## config.mk

```make
export PLATFORM = sky130hd
export DESIGN_NAME = ddcb_delay_calibrator_flat
export DESIGN_NICKNAME = d
export VERILOG_FILES = /design/src/rtl/ddcb_delay_calibrator_pkg.sv /design/src/rtl/ddcb_delay_calibrator_if.sv /design/src/rtl/ddcb_delay_calibrator_edge_counter.sv /design/src/rtl/ddcb_delay_calibrator.sv /design/src/flat_wrapper.sv
export SDC_FILE = /design/constraint.sdc
export NUM_CORES = 1
export LEC_CHECK = 0
export CAP_MARGIN = 10
export CORE_MARGIN = 4
export CORE_UTILIZATION = 50
export CTS_BUF_LIST = sky130_fd_sc_hd__clkbuf_8
export DETAILED_ROUTE_END_ITERATION = 6
export PLACE_DENSITY = 0.69
export SLEW_MARGIN = 20
export SYNTH_ARGS = -nofsm -noshare
export SYNTH_HDL_FRONTEND = slang
export SYNTH_HIERARCHICAL = 1
export SYNTH_SLANG_ARGS = --single-unit
```

## constraint.sdc

```tcl
create_clock -name clk -period 6.3 [get_ports clk]
set_input_delay 0.63 -clock clk [delete_from_list [all_inputs] [get_ports clk]]
set_output_delay 0.63 -clock clk [all_outputs]
set_load 0.01 [all_outputs]
```

## src/rtl/ddcb_delay_calibrator_pkg.sv

```systemverilog
// Shared types and constants for the delay-cascade calibration controller.
// Holds the legal select-code table and the sweep FSM state encoding.
package ddcb_pkg;

  typedef logic [3:0] sel_code_t;
  typedef logic [2:0] code_idx_t;

  localparam int NUM_CODES = 5;
  localparam code_idx_t LAST_IDX = code_idx_t'(NUM_CODES - 1);

  // Entry 0 is the rightmost element.
  localparam sel_code_t [NUM_CODES-1:0] CODE_TABLE = {4'hF, 4'h7, 4'h3, 4'h2, 4'h0};

  typedef enum logic [2:0] {
    IDLE,
    SETTLE,
    MEASURE,
    EVAL,
    DONE
  } cal_state_t;

  function automatic sel_code_t code_at(code_idx_t idx);
    return CODE_TABLE[idx];
  endfunction

endpackage

```

## src/rtl/ddcb_delay_calibrator_if.sv

```systemverilog
// Request, oscillator and result signals of the calibrator.
// The master side is the requester and oscillator model. The slave side is the calibrator.
interface ddcb_delay_calibrator_if
  import ddcb_pkg::*;
#(
  parameter int CNT_W = 16
);

  logic             start;
  logic [CNT_W-1:0] target_cnt;
  logic             osc_in;
  logic             osc_en;
  sel_code_t        sel;
  logic             busy;
  logic             done;
  sel_code_t        best_code;
  logic [CNT_W-1:0] best_cnt;
  logic             err;

  modport master (
    output start, target_cnt, osc_in,
    input  osc_en, sel, busy, done, best_code, best_cnt, err
  );

  modport slave (
    input  start, target_cnt, osc_in,
    output osc_en, sel, busy, done, best_code, best_cnt, err
  );

endinterface

```

## src/rtl/ddcb_delay_calibrator_edge_counter.sv

```systemverilog
// Synchronises the async oscillator input, detects rising edges and counts them with saturation.
// An edge reaches the counter 2 cycles after it is sampled. There is no backpressure.
module ddcb_edge_counter #(
  parameter int CNT_W = 16
) (
  input  logic             clk,
  input  logic             rst,
  input  logic             osc_in,
  input  logic             clr,
  input  logic             en,
  output logic [CNT_W-1:0] cnt
);

  // Bits [1:0] form the synchroniser. Bit [2] is the previous synchronised level.
  logic [2:0]       sync_q, sync_d;
  logic [CNT_W-1:0] cnt_q, cnt_d;
  logic             osc_rise;

  always_comb begin
    sync_d   = {sync_q[1:0], osc_in};
    osc_rise = sync_q[1] & ~sync_q[2];
    cnt_d    = cnt_q;
    if (clr) begin
      cnt_d = '0;
    end else if (en && osc_rise && (cnt_q != '1)) begin
      cnt_d = cnt_q + CNT_W'(1);
    end
  end

  always_ff @(posedge clk or posedge rst) begin
    if (rst) begin
      sync_q <= '0;
      cnt_q  <= '0;
    end else begin
      sync_q <= sync_d;
      cnt_q  <= cnt_d;
    end
  end

  assign cnt = cnt_q;

endmodule

```

## src/rtl/ddcb_delay_calibrator.sv

```systemverilog
// Sweeps the five cascade select codes and reports the one whose edge count is closest to the target.
// done fires 1+5*(SETTLE_CYC+WINDOW+1) cycles after start. start is ignored while busy.
module ddcb_delay_calibrator
  import ddcb_pkg::*;
#(
  parameter int CNT_W      = 16,
  parameter int WINDOW     = 1024,
  parameter int SETTLE_CYC = 8
) (
  input logic                     clk,
  input logic                     rst,
  ddcb_delay_calibrator_if.slave  bus
);

  localparam int TMR_MAX = (WINDOW > SETTLE_CYC) ? WINDOW : SETTLE_CYC;
  localparam int TMR_W   = $clog2(TMR_MAX) + 1;
  localparam logic [TMR_W-1:0] SETTLE_LAST = TMR_W'(SETTLE_CYC - 1);
  localparam logic [TMR_W-1:0] WINDOW_LAST = TMR_W'(WINDOW - 1);

  cal_state_t       state_q, state_d;
  code_idx_t        idx_q, idx_d;
  logic [TMR_W-1:0] tmr_q, tmr_d;
  logic [CNT_W-1:0] target_q, target_d;
  logic [CNT_W-1:0] best_diff_q, best_diff_d;
  logic [CNT_W-1:0] track_cnt_q, track_cnt_d;
  code_idx_t        best_idx_q, best_idx_d;
  logic             any_nz_q, any_nz_d;
  sel_code_t        sel_q, sel_d;
  sel_code_t        best_code_q, best_code_d;
  logic [CNT_W-1:0] best_cnt_q, best_cnt_d;
  logic             err_q, err_d;

  logic [CNT_W-1:0] meas_cnt;
  logic [CNT_W-1:0] diff;

  ddcb_edge_counter #(
    .CNT_W (CNT_W)
  ) u_edge_counter (
    .clk    (clk),
    .rst    (rst),
    .osc_in (bus.osc_in),
    .clr    (state_q == SETTLE),
    .en     (state_q == MEASURE),
    .cnt    (meas_cnt)
  );

  always_comb begin
    diff = (meas_cnt >= target_q) ? (meas_cnt - target_q) : (target_q - meas_cnt);
  end

  always_comb begin
    state_d     = state_q;
    idx_d       = idx_q;
    tmr_d       = tmr_q;
    target_d    = target_q;
    best_diff_d = best_diff_q;
    track_cnt_d = track_cnt_q;
    best_idx_d  = best_idx_q;
    any_nz_d    = any_nz_q;
    sel_d       = sel_q;
    best_code_d = best_code_q;
    best_cnt_d  = best_cnt_q;
    err_d       = err_q;

    case (state_q)
      IDLE: begin
        if (bus.start) begin
          target_d    = bus.target_cnt;
          idx_d       = '0;
          tmr_d       = '0;
          best_diff_d = '0;
          track_cnt_d = '0;
          best_idx_d  = '0;
          any_nz_d    = 1'b0;
          sel_d       = code_at('0);
          state_d     = SETTLE;
        end
      end
      SETTLE: begin
        if (tmr_q == SETTLE_LAST) begin
          tmr_d   = '0;
          state_d = MEASURE;
        end else begin
          tmr_d = tmr_q + TMR_W'(1);
        end
      end
      MEASURE: begin
        if (tmr_q == WINDOW_LAST) begin
          tmr_d   = '0;
          state_d = EVAL;
        end else begin
          tmr_d = tmr_q + TMR_W'(1);
        end
      end
      EVAL: begin
        // Strict compare: on a tie the earlier (lower-index) code is kept.
        if ((idx_q == '0) || (diff < best_diff_q)) begin
          best_diff_d = diff;
          track_cnt_d = meas_cnt;
          best_idx_d  = idx_q;
        end
        any_nz_d = any_nz_q | (meas_cnt != '0);
        if (idx_q == LAST_IDX) begin
          state_d = DONE;
        end else begin
          idx_d   = idx_q + code_idx_t'(1);
          sel_d   = code_at(idx_q + code_idx_t'(1));
          state_d = SETTLE;
        end
      end
      DONE: begin
        err_d       = ~any_nz_q;
        best_code_d = any_nz_q ? code_at(best_idx_q) : '0;
        best_cnt_d  = any_nz_q ? track_cnt_q : '0;
        state_d     = IDLE;
      end
      default: begin
        state_d = IDLE;
      end
    endcase
  end

  always_ff @(posedge clk or posedge rst) begin
    if (rst) begin
      state_q     <= IDLE;
      idx_q       <= '0;
      tmr_q       <= '0;
      target_q    <= '0;
      best_diff_q <= '0;
      track_cnt_q <= '0;
      best_idx_q  <= '0;
      any_nz_q    <= 1'b0;
      sel_q       <= '0;
      best_code_q <= '0;
      best_cnt_q  <= '0;
      err_q       <= 1'b0;
    end else begin
      state_q     <= state_d;
      idx_q       <= idx_d;
      tmr_q       <= tmr_d;
      target_q    <= target_d;
      best_diff_q <= best_diff_d;
      track_cnt_q <= track_cnt_d;
      best_idx_q  <= best_idx_d;
      any_nz_q    <= any_nz_d;
      sel_q       <= sel_d;
      best_code_q <= best_code_d;
      best_cnt_q  <= best_cnt_d;
      err_q       <= err_d;
    end
  end

  assign bus.osc_en    = (state_q == SETTLE) || (state_q == MEASURE);
  assign bus.busy      = (state_q != IDLE);
  assign bus.done      = (state_q == DONE);
  assign bus.sel       = sel_q;
  assign bus.best_code = best_code_q;
  assign bus.best_cnt  = best_cnt_q;
  assign bus.err       = err_q;

endmodule

```

## src/flat_wrapper.sv

```systemverilog
// flat-port wrapper written by rule: the top's interface ports become plain ports
module ddcb_delay_calibrator_flat import ddcb_pkg::*;
#(
  parameter int CNT_W      = 16,
  parameter int WINDOW     = 1024,
  parameter int SETTLE_CYC = 8
)
  (clk, rst, bus_start, bus_target_cnt, bus_osc_in, bus_osc_en, bus_sel, bus_busy, bus_done, bus_best_code, bus_best_cnt, bus_err);
  ddcb_delay_calibrator_if #(.CNT_W(CNT_W)) bus_i ();
  input logic clk;
  input logic rst;
  input wire logic [$bits(bus_i.start)-1:0] bus_start;
  input wire logic [$bits(bus_i.target_cnt)-1:0] bus_target_cnt;
  input wire logic [$bits(bus_i.osc_in)-1:0] bus_osc_in;
  output wire logic [$bits(bus_i.osc_en)-1:0] bus_osc_en;
  output wire logic [$bits(bus_i.sel)-1:0] bus_sel;
  output wire logic [$bits(bus_i.busy)-1:0] bus_busy;
  output wire logic [$bits(bus_i.done)-1:0] bus_done;
  output wire logic [$bits(bus_i.best_code)-1:0] bus_best_code;
  output wire logic [$bits(bus_i.best_cnt)-1:0] bus_best_cnt;
  output wire logic [$bits(bus_i.err)-1:0] bus_err;
  assign bus_i.start = bus_start;
  assign bus_i.target_cnt = bus_target_cnt;
  assign bus_i.osc_in = bus_osc_in;
  assign bus_osc_en = bus_i.osc_en;
  assign bus_sel = bus_i.sel;
  assign bus_busy = bus_i.busy;
  assign bus_done = bus_i.done;
  assign bus_best_code = bus_i.best_code;
  assign bus_best_cnt = bus_i.best_cnt;
  assign bus_err = bus_i.err;
  ddcb_delay_calibrator #(.CNT_W(CNT_W), .WINDOW(WINDOW), .SETTLE_CYC(SETTLE_CYC)) u_core (.clk(clk), .rst(rst), .bus(bus_i));
endmodule
```

---- Yosys cells after proc, flatten, opt, wreduce, memory -nomap -nowiden ----
Memories as Yosys holds them, arrays and structs flattened.
Cells that the tools add are included.
word-level totals
  register bits ........................... 113
  memory bits (read-only) ................. 64
  input port bits ......................... 20
  output and inout bits ................... 28
  memories ................................ 2
memory list
  name             words  width  read ports  clocked after Yosys merged registers in  wr ports  line                             RTL
  (no name shown)  8      4      1           0                                        0         ddcb_delay_calibrator_pkg.sv:23  return CODE_TABLE[idx];
  (no name shown)  8      4      1           0                                        0         ddcb_delay_calibrator_pkg.sv:23
operators by class
  $add $sub $neg .......................... 5
  order comparisons ....................... 4
  eq/ne operators ......................... 13
  multiplexer cells ....................... 31
  bitwise gates (word level) .............. 4
  reduce and logical (&&, ||, !) cells .... 17
operators by type and width
  operator                                               number
  two-way mux 16 bit                                     7
  case mux 16 bit (2 select lines)                       2
  two-way mux 11 bit                                     3
  case mux 11 bit (3 select lines)                       1
  subtractor 16 bit                                      2
  two-way mux 3 bit                                      7
  two-way mux 4 bit                                      5
  adder 16 x 1 -> 16 bit, second input constant          1
  greater-or-equal comparator 16 bit                     1
  < comparator 16 bit                                    1
  inequality test 16 bit, second input constant          1
  nonzero test 16 bit                                    1
  case mux 3 bit (2 select lines)                        2
  case mux 3 bit (4 select lines)                        1
  adder 11 x 1 -> 11 bit, second input constant          1
  == test 11 x 10 -> 1 bit, second input constant        1
  == test 11 x 3 -> 1 bit, second input constant         1
  AND reduction 3 bit                                    3
  < comparator 3 x 4 -> 1 bit, second input constant     2
  case mux 4 bit (2 select lines)                        1
  == test 3 x 2 -> 1 bit, second input constant          2
  == test 3 bit, second input constant                   2
  logical NOT 3 bit                                      2
  inequality test 2 x 1 -> 1 bit, second input constant  3
  13 further kinds                                       21

---- Longest topological paths before layout ----
Gate-level depths: netlist of run 1.
  depth in word-level cells ............... 6
  mapped depth ............................ 22
  mapped depth without buffers ............ 19

---- Hierarchy ----
Netlist of run 1, hierarchy kept.
modules (own cells, without submodules)
  module                 times used  cells an instance  area each (um^2)  sequential area each (um^2)
  ddcb_delay_calibrator  1           665                5916.9            2327.2
  ddcb_edge_counter      1           104                1029.7            475.5

---- Worst setup path after synthesis of run 1 ----
No wires, ideal clock.
  path kind ............................... register -> register
  from .................................... register u_core.u_edge_counter.cnt_q[0] (netlist: u_core/u_edge_counter/cnt[0])
  to ...................................... register u_core.best_diff_q[15]
  setup time .............................. 0.069 ns
  arrival ................................. 4.446 ns
  data required time ...................... 6.231 ns
  path slack .............................. 1.784 ns
  cell stages (with the launch flop) ...... 22
  period minus slack after synthesis ...... 4.516 ns
  cell sequence ........................... dfrtp_1 inv_1 ha_1 inv_1 fa_1 a21o_1 a21oi_1 a2111oi_4 or3_1 buf_6 a2111o_1 a21oi_1 nor2_1 ha_1 a21o_1 a21o_1 a21oi_1 o21ai_0 a21o_1 clkbuf_1 or4_1 nand3_1
between the ends
  cells in the longest elaborated chain, start to end .. 6
RTL lines
  item                                                                            line                                      RTL
  from (decl)                                                                     ddcb_delay_calibrator_edge_counter.sv:16  logic [CNT_W-1:0] cnt_q, cnt_d;
  from (signal assigned)                                                          ddcb_delay_calibrator_edge_counter.sv:36  cnt_q <= cnt_d;
  subtractor 16 bit / greater-or-equal comparator 16 bit (equally long branches)  ddcb_delay_calibrator.sv:48               diff = (meas_cnt >= target_q) ? (meas_cnt - target_q) : (target_q - meas_cnt);
  two-way mux 16 bit (*)                                                          ddcb_delay_calibrator.sv:48
  < comparator 16 bit                                                             ddcb_delay_calibrator.sv:97               if ((idx_q == '0) || (diff < best_diff_q)) begin
  logical OR 1 bit                                                                ddcb_delay_calibrator.sv:97
  inequality test 2 x 1 -> 1 bit (no line)                                        n/a
  AND reduction 3 bit (no line)                                                   n/a
  to (signal assigned)                                                            ddcb_delay_calibrator.sv:142              best_diff_q <= best_diff_d;
  to (decl)                                                                       ddcb_delay_calibrator.sv:24               logic [CNT_W-1:0] best_diff_q, best_diff_d;
Mark *: on every way between the ends. The rest lies on a longest branch, timed or not. The select of a mux whose other input is x is not followed.
A chain may end at the register's enable or synchronous reset.

---- Worst setup path after layout of run 1 ----
  from .................................... register u_core.u_edge_counter.cnt_q[0] (netlist: u_core/u_edge_counter/cnt[0])
  to ...................................... register u_core.best_diff_q[3]
Same word-level chain as after synthesis.

==> impl_metrics.json, run 1 <==
{
  "grt_pass1_wl_um": 27800,
  "postCtsSetupBuffers": 0,
  "r2r_slack_ns": 1.01,
  "synth_commonest_cells": "dfrtp_1 (112), nand2_1 (83), o21ai_0 (70)",
  "cts_tree": "built",
  "slew_headroom": 0.480,
  "htree_levels": 3,
  "p_per_area_mw_per_mm2": 412,
  "ir_drop_mv": 0.197,
  "async_reset_ff_frac": 1.00,
  "cts_buffers": 9,
  "crit_type": "flop to flop",
  "nets": 869,
  "ant_nets": 0,
  "dieWidth_um": 126,
  "firstDrtPassIters": 5,
  "outcome": "finished, final reports clean",
  "synth.avg_cell_area_sq_um": 9.03,
  "vias": 5771,
  "timing.fmax_mhz": 189,
  "finalSetupTns_ns": 0,
  "synth_flop_cell": "dfrtp_1",
  "antenna_found_initial": 0,
  "cts-resized-gates": 0,
  "io_buffers": 47,
  "synth_area_leaders": "dfrtp_1 (40%), ha_1 (9.4%), o21ai_0 (5.0%)",
  "fin_crit_ns": 5.29,
  "p_leak_nw": 3.56,
  "synth_seq_cells": 112,
  "synth_top_cell_by_area": "dfrtp_1",
  "row_count": 42,
  "cts_max_path_buffers": 2,
  "yosys.cell_types.count": 65,
  "coreArea_sq_mm": 0.0134,
  "routed_wl_um": 17100,
  "hold_class": "flop to flop",
  "startpoint": "u_core/u_edge_counter/cnt[0]",
  "drive_gt1_frac": 0.0713,
  "cts-root-buf": "clkbuf_8",
  "vias_per_cell": 5.91,
  "whs_ns": 0.358,
  "synth_most_common_cell": "dfrtp_1",
  "initial_core_util": 0.518,
  "die_area_sq_mm": 0.0158,
  "hpwl_um": 12600,
  "critical_path.endpoint_type": "flop",
  "synthCells": 769,
  "wl_per_cell_um": 17.5,
  "finalCritPeriodShare": 0.840,
  "cts.sinks": 112,
  "rr_endpoint": "u_core/best_diff_q[3]",
  "fin_util": 0.577,
  "r2r_start": "u_core/u_edge_counter/cnt[0]",
  "die_y_um": 126,
  "endpoint": "u_core/best_diff_q[3]",
  "syn_nets": 843,
  "r2r_cells": 18,
  "gr-usage-all-layers": 0.216,
  "synth_area_sq_mm": 0.00695,
  "max_slew.worst_pin.slew_ns": 0.761,
  "worst_clock_skew_ns": 0.0122,
  "critPathMaxFanout": 42,
  "grt_setup_unrepaired": "false",
  "path_clk_slew_ns": 0.11,
  "diodes": 0,
  "drcViolationCount": 0,
  "cp-start-kind": "flop",
  "overflow": 0,
  "drv_slew": 0,
  "clk-insertion-delay-late_ns": 0.38,
  "boundaryPins": 48,
  "synth_top_area_frac": 0.403,
  "cap_violations": 0,
  "grt_max_degree": 59,
  "drt_iter0_drc": 440,
  "setup_viol": 0,
  "yosysWarningCount": 6,
  "holdBufCountCts": 0,
  "finalHoldViolCount": 0,
  "seq_area_frac_synth": 0.403,
  "whs_path_depth": 0,
  "area_growth_pct": 11.4,
  "synth_enable_flop_cells": 0,
  "arrival_ns": 5.62,
  "required_ns": 6.63,
  "grt_pass1_vias": 5494,
  "gp_congestion": 0.920
}
## cell type report
cell class | count | area, sq um
fill | 1177 | 5660
multi-input combinational | 553 | 3740
sequential | 112 | 2800
timing repair buffer | 52 | 508
inverter | 67 | 253
tap | 176 | 220
clock buffer | 11 | 151
clock inverter | 5 | 63.8
## cell usage in the layout (no fill, tap or decap), types with 3 or more instances in the layout
| cell | instances |
|---|---|
| a32o_1 | 3 |
| mux2i_1 | 9 |
| nor2b_1 | 9 |
| ha_1 | 52 |
| and4_1 | 4 |
| nor4_1 | 7 |
| nor2_1 | 29 |
| a41oi_1 | 3 |
| and3b_1 | 3 |
| nand2_1 | 82 |
| dfrtp_1 | 112 |
| nand2b_1 | 4 |
| xor2_1 | 6 |
| or2_2 | 3 |
| a211oi_1 | 5 |
| nor3_1 | 16 |
| inv_1 | 66 |
| or3_1 | 11 |
| buf_4 | 5 |
| o21ai_0 | 70 |
| nand3_1 | 42 |
| a21o_1 | 25 |
| a31oi_1 | 6 |
| a21oi_1 | 46 |
| nand4_1 | 6 |
| and3_1 | 19 |
| or4_1 | 6 |
| clkbuf_8 | 11 |
| clkdlybuf4s50_1 | 47 |
| mux2_2 | 19 |
| o31ai_1 | 13 |
| xnor2_1 | 8 |
| a2111oi_0 | 3 |
| o22ai_1 | 5 |
## flip-flops by register name (all words and copies together) (netlist names)
| signal | flops |
|---|---|
| u_core/bus.err | 1 |
| u_core/u_edge_counter/sync_q | 3 |
| u_core/tmr_q | 11 |
| u_core/target_q | 16 |
| u_core/best_idx_q | 3 |
| u_core/track_cnt_q | 16 |
| u_core/state_q | 3 |
| u_core/best_diff_q | 16 |
| u_core/bus.best_code | 4 |
| u_core/any_nz_q | 1 |
| u_core/idx_q | 3 |
| u_core/bus.best_cnt | 16 |
| u_core/u_edge_counter/cnt | 16 |
| u_core/bus.sel | 3 |
## where the power goes
part / internal (mW) / switching (mW) / leakage [nW]
Sequential: 0.862 / 0.140 / 1.49
Combinational: 0.713 / 1.01 / 1.96
Clock: 0.210 / 0.253 / 0.111
## worst min path at each step
stage                               startpoint                              end
2_1_floorplan  u_core/u_edge_counter/sync_q[0]  u_core/u_edge_counter/sync_q[1]
3_5_place_dp   u_core/u_edge_counter/sync_q[0]  u_core/u_edge_counter/sync_q[1]
5_1_grt        u_core/u_edge_counter/sync_q[0]  u_core/u_edge_counter/sync_q[1]
3_3_place_gp   u_core/u_edge_counter/sync_q[0]  u_core/u_edge_counter/sync_q[1]
6_report       u_core/u_edge_counter/sync_q[0]  u_core/u_edge_counter/sync_q[1]
4_1_cts        u_core/u_edge_counter/sync_q[0]  u_core/u_edge_counter/sync_q[1]
## routing by layer
metal	global-route usage	vias up	part of all wire
li1	-	2785	-
met1	0.280	2801	0.44
met2	0.372	161	0.50
met3	0.0339	24	0.040
met4	0.0694	0	0.020
met5	0	-	0
## through the flow
step / setup slack [ns] / cell area, sq um / total power [mW] / instances
CTS: 1.05 / 7730 / 3.19 / 976
detailed placement: 1.08 / 7520 / 2.71 / 960
global route: 0.654 / 7740 / 3.47 / 976
finish: 1.01 / 7740 / 3.19 / 976
global placement: 1.32 / 7520 / 2.65 / 960
floorplan: 1.78 / 6950 / 2.27 / 769
## cells by family after synthesis
family / Yosys count / share of synthesized area
compound gates: 204 / 0.186
mux: 30 / 0.0470
simple gates: 251 / 0.187
flops: 112 / 0.403
buf+inv: 104 / 0.0596
fa+ha+maj: 54 / 0.0994
xor+xnor: 14 / 0.0177
## critical path, cell delays in order, from the launching register on
cell and delay [ns]:
dfrtp_1 0.50, inv_1 0.11, ha_1 0.16, inv_1 0.05, fa_1 0.38, a21o_1 0.19
a21oi_1 0.29, a2111oi_4 0.17, or3_1 0.55, a2111oi_0 0.67, nor2_1 0.11, xor2_1 0.18
ha_1 0.31, nand4_1 0.10, nor3_1 0.29, a21o_1 0.45, buf_4 0.42, and3_1 0.21
a21o_1 0.08
(Power assumes the default switching activity.)
==> run 2: changes to the inputs <==
==> constraint.sdc (replaced) <==
create_clock -name clk -period 5.25 [get_ports clk]
set_input_delay 0.525 -clock clk [delete_from_list [all_inputs] [get_ports clk]]
set_output_delay 0.525 -clock clk [all_outputs]
set_load 0.01 [all_outputs]
==> run 2 against run 1 <==
Utilization is 0.14 points higher; sequential power is 20% higher; worst hold slack better by 0.00082 ns; clock power is 18% higher; combinational power is 20% higher; setup slack worse by 0.58 ns; register-to-register slack worse by 0.58 ns; routed wire length is 2.8% lower; first-iteration DRC count is 0.23% higher; cell count is 0.20% higher; critical path depth is 3 lower; largest cell class unchanged; global-route usage is 0.24 points lower.
==> impl_metrics.json, run 2 (synthesis results as in run 1) <==
{
  "boundaryPins": 48,
  "worst_clock_skew_ns": 0.0175,
  "outcome": "finished, final reports clean",
  "r2r_slack_ns": 0.43,
  "gr-usage-all-layers": 0.213,
  "finalHoldViolCount": 0,
  "arrival_ns": 5.15,
  "overflow": 0,
  "hpwl_um": 12200,
  "antenna_found_initial": 0,
  "fin_ws_ns": 0.431,
  "postCtsSetupBuffers": 0,
  "clk-insertion-delay-late_ns": 0.39,
  "finalCritPeriodShare": 0.918,
  "grt_pass1_vias": 5743,
  "slew_headroom": 0.297,
  "cp-start-kind": "flop",
  "p_per_area_mw_per_mm2": 492,
  "hold_class": "flop to flop",
  "vias": 5760,
  "vias_per_cell": 5.89,
  "row_count": 42,
  "final_cell_mix": "dfrtp_1 (112), nand2_1 (82), o21ai_0 (70), inv_1 (66), ha_1 (52)",
  "initial_core_util": 0.518,
  "final_common_cell": "dfrtp_1",
  "r2r_cells": 15,
  "drv_slew": 0,
  "cts_max_path_buffers": 2,
  "drcViolationCount": 0,
  "drive_gt1_frac": 0.0761,
  "nets": 871,
  "setup_viol": 0,
  "die_area_sq_mm": 0.0158,
  "grt_pass1_wl_um": 27900,
  "critical_path.endpoint_type": "flop",
  "layout.cells.non_filler": 978,
  "max_slew.worst_pin.slew_ns": 1.05,
  "diodes": 0,
  "r2r_start": "u_core/u_edge_counter/cnt[11]",
  "required_ns": 5.58,
  "gp_congestion": 0.894,
  "whs_endpoint": "u_core/u_edge_counter/sync_q[1]",
  "finalSetupTns_ns": 0,
  "cts_tree": "built",
  "coreArea_sq_mm": 0.0134,
  "cap_violations": 0,
  "grt_setup_unrepaired": "false",
  "dieWidth_um": 126,
  "cts_buffers": 9,
  "holdBufCountCts": 0,
  "ir_drop_mv": 0.268,
  "finalPower_mw": 3.82,
  "die_y_um": 126,
  "critPathMaxFanout": 11,
  "grt_max_degree": 53,
  "whs_path_depth": 0,
  "dpl-instance-area_sq_mm": 0.00754,
  "area_growth_pct": 11.6,
  "path_clk_slew_ns": 0.11,
  "crit_type": "flop to flop",
  "fin_crit_ns": 4.82,
  "io_buffers": 47,
  "rr_endpoint": "u_core/best_diff_q[15]",
  "firstDrtPassIters": 5,
  "timing.fmax_mhz": 208,
  "dp_slack_ns": 0.189,
  "drt_iter0_drc": 441,
  "routed_wl_um": 16600,
  "placedCellCount": 962,
  "cts-root-buf": "clkbuf_8",
  "wl_per_cell_um": 16.9,
  "p_leak_nw": 3.56,
  "cts.sinks": 112,
  "worstHoldStart": "u_core/u_edge_counter/sync_q[0]",
  "ant_nets": 0,
  "stdcell_area_sq_mm": 0.00775,
  "htree_levels": 3
}
[run 2: cell types whose count changed in the layout (fill, tap and decap cells not counted), moves of 2 or more]
cell / change
a2111oi_0: -2
inv_6: +4
a2111oi_1: +2
clkbuf_8: -2
inv_8: -2
[run 2: stage by stage]
step / utilization / hold WS (ns)
finish: 0.579 / 0.359
CTS: 0.578 / 0.361
detailed placement: 0.563 / 0.336
global placement: 0.563 / 0.332
global route: 0.579 / 0.373
floorplan: - / 0.331
[run 2: final cells by class]
class | count | area [sq um]
clock inverter | 7 | 76.3
tap | 176 | 220
clock buffer | 9 | 124
multi-input combinational | 553 | 3740
inverter | 67 | 253
fill | 1213 | 5650
sequential | 112 | 2800
timing repair buffer | 54 | 536
[run 2: repair_timing]
action | in CTS | in global routing
gates resized for setup | 0 | 4
endpoints found under the setup margin | 0 | 32
hold endpoints to repair | 0 | 0
[run 2: metal layers]
metal	GRT usage	wire, um	up-vias	share of wire
met2	0.346	7860	167	0.47
met3	0.0550	895	38	0.054
met1	0.283	7410	2766	0.45
met5	0	0	-	0
li1	-	-	2789	-
met4	0.0650	405	0	0.024
[run 2: how the worst max path moves through the flow]
stage | from | to | slack [ns] | depth (start not counted)
final | u_core/u_edge_counter/cnt[11] | u_core/best_diff_q[15] | 0.43 | 15
after global placement | u_core/u_edge_counter/cnt[0] | u_core/best_diff_q[15] | 0.51 | 19
after global routing | u_core/target_q[14] | u_core/best_diff_q[15] | 0.11 | 16
after floorplan | u_core/u_edge_counter/cnt[0] | u_core/best_diff_q[15] | 0.73 | 21
after CTS | u_core/u_edge_counter/cnt[0] | u_core/best_diff_q[5] | 0.16 | 18
after detailed placement | u_core/u_edge_counter/cnt[0] | u_core/best_diff_q[5] | 0.19 | 18
[run 2: report_power, final]
group	switching (mW)	internal [mW]	leakage [nW]
clock network	0.320	0.226	0.102
registers	0.170	1.03	1.49
logic	1.19	0.870	1.97
[run 2: worst max-delay path: stages (launching register included)]
cell,delay [ns]
dfrtp_1,0.49
ha_1,0.46
a21o_1,0.27
a311o_2,0.48
or3_4,0.49
a2111o_1,0.39
a21oi_1,0.22
nor2_1,0.07
ha_1,0.30
a21o_1,0.17
a21o_1,0.17
a21oi_1,0.17
o21ai_0,0.14
a21o_1,0.29
or4_1,0.55
nand3_1,0.10
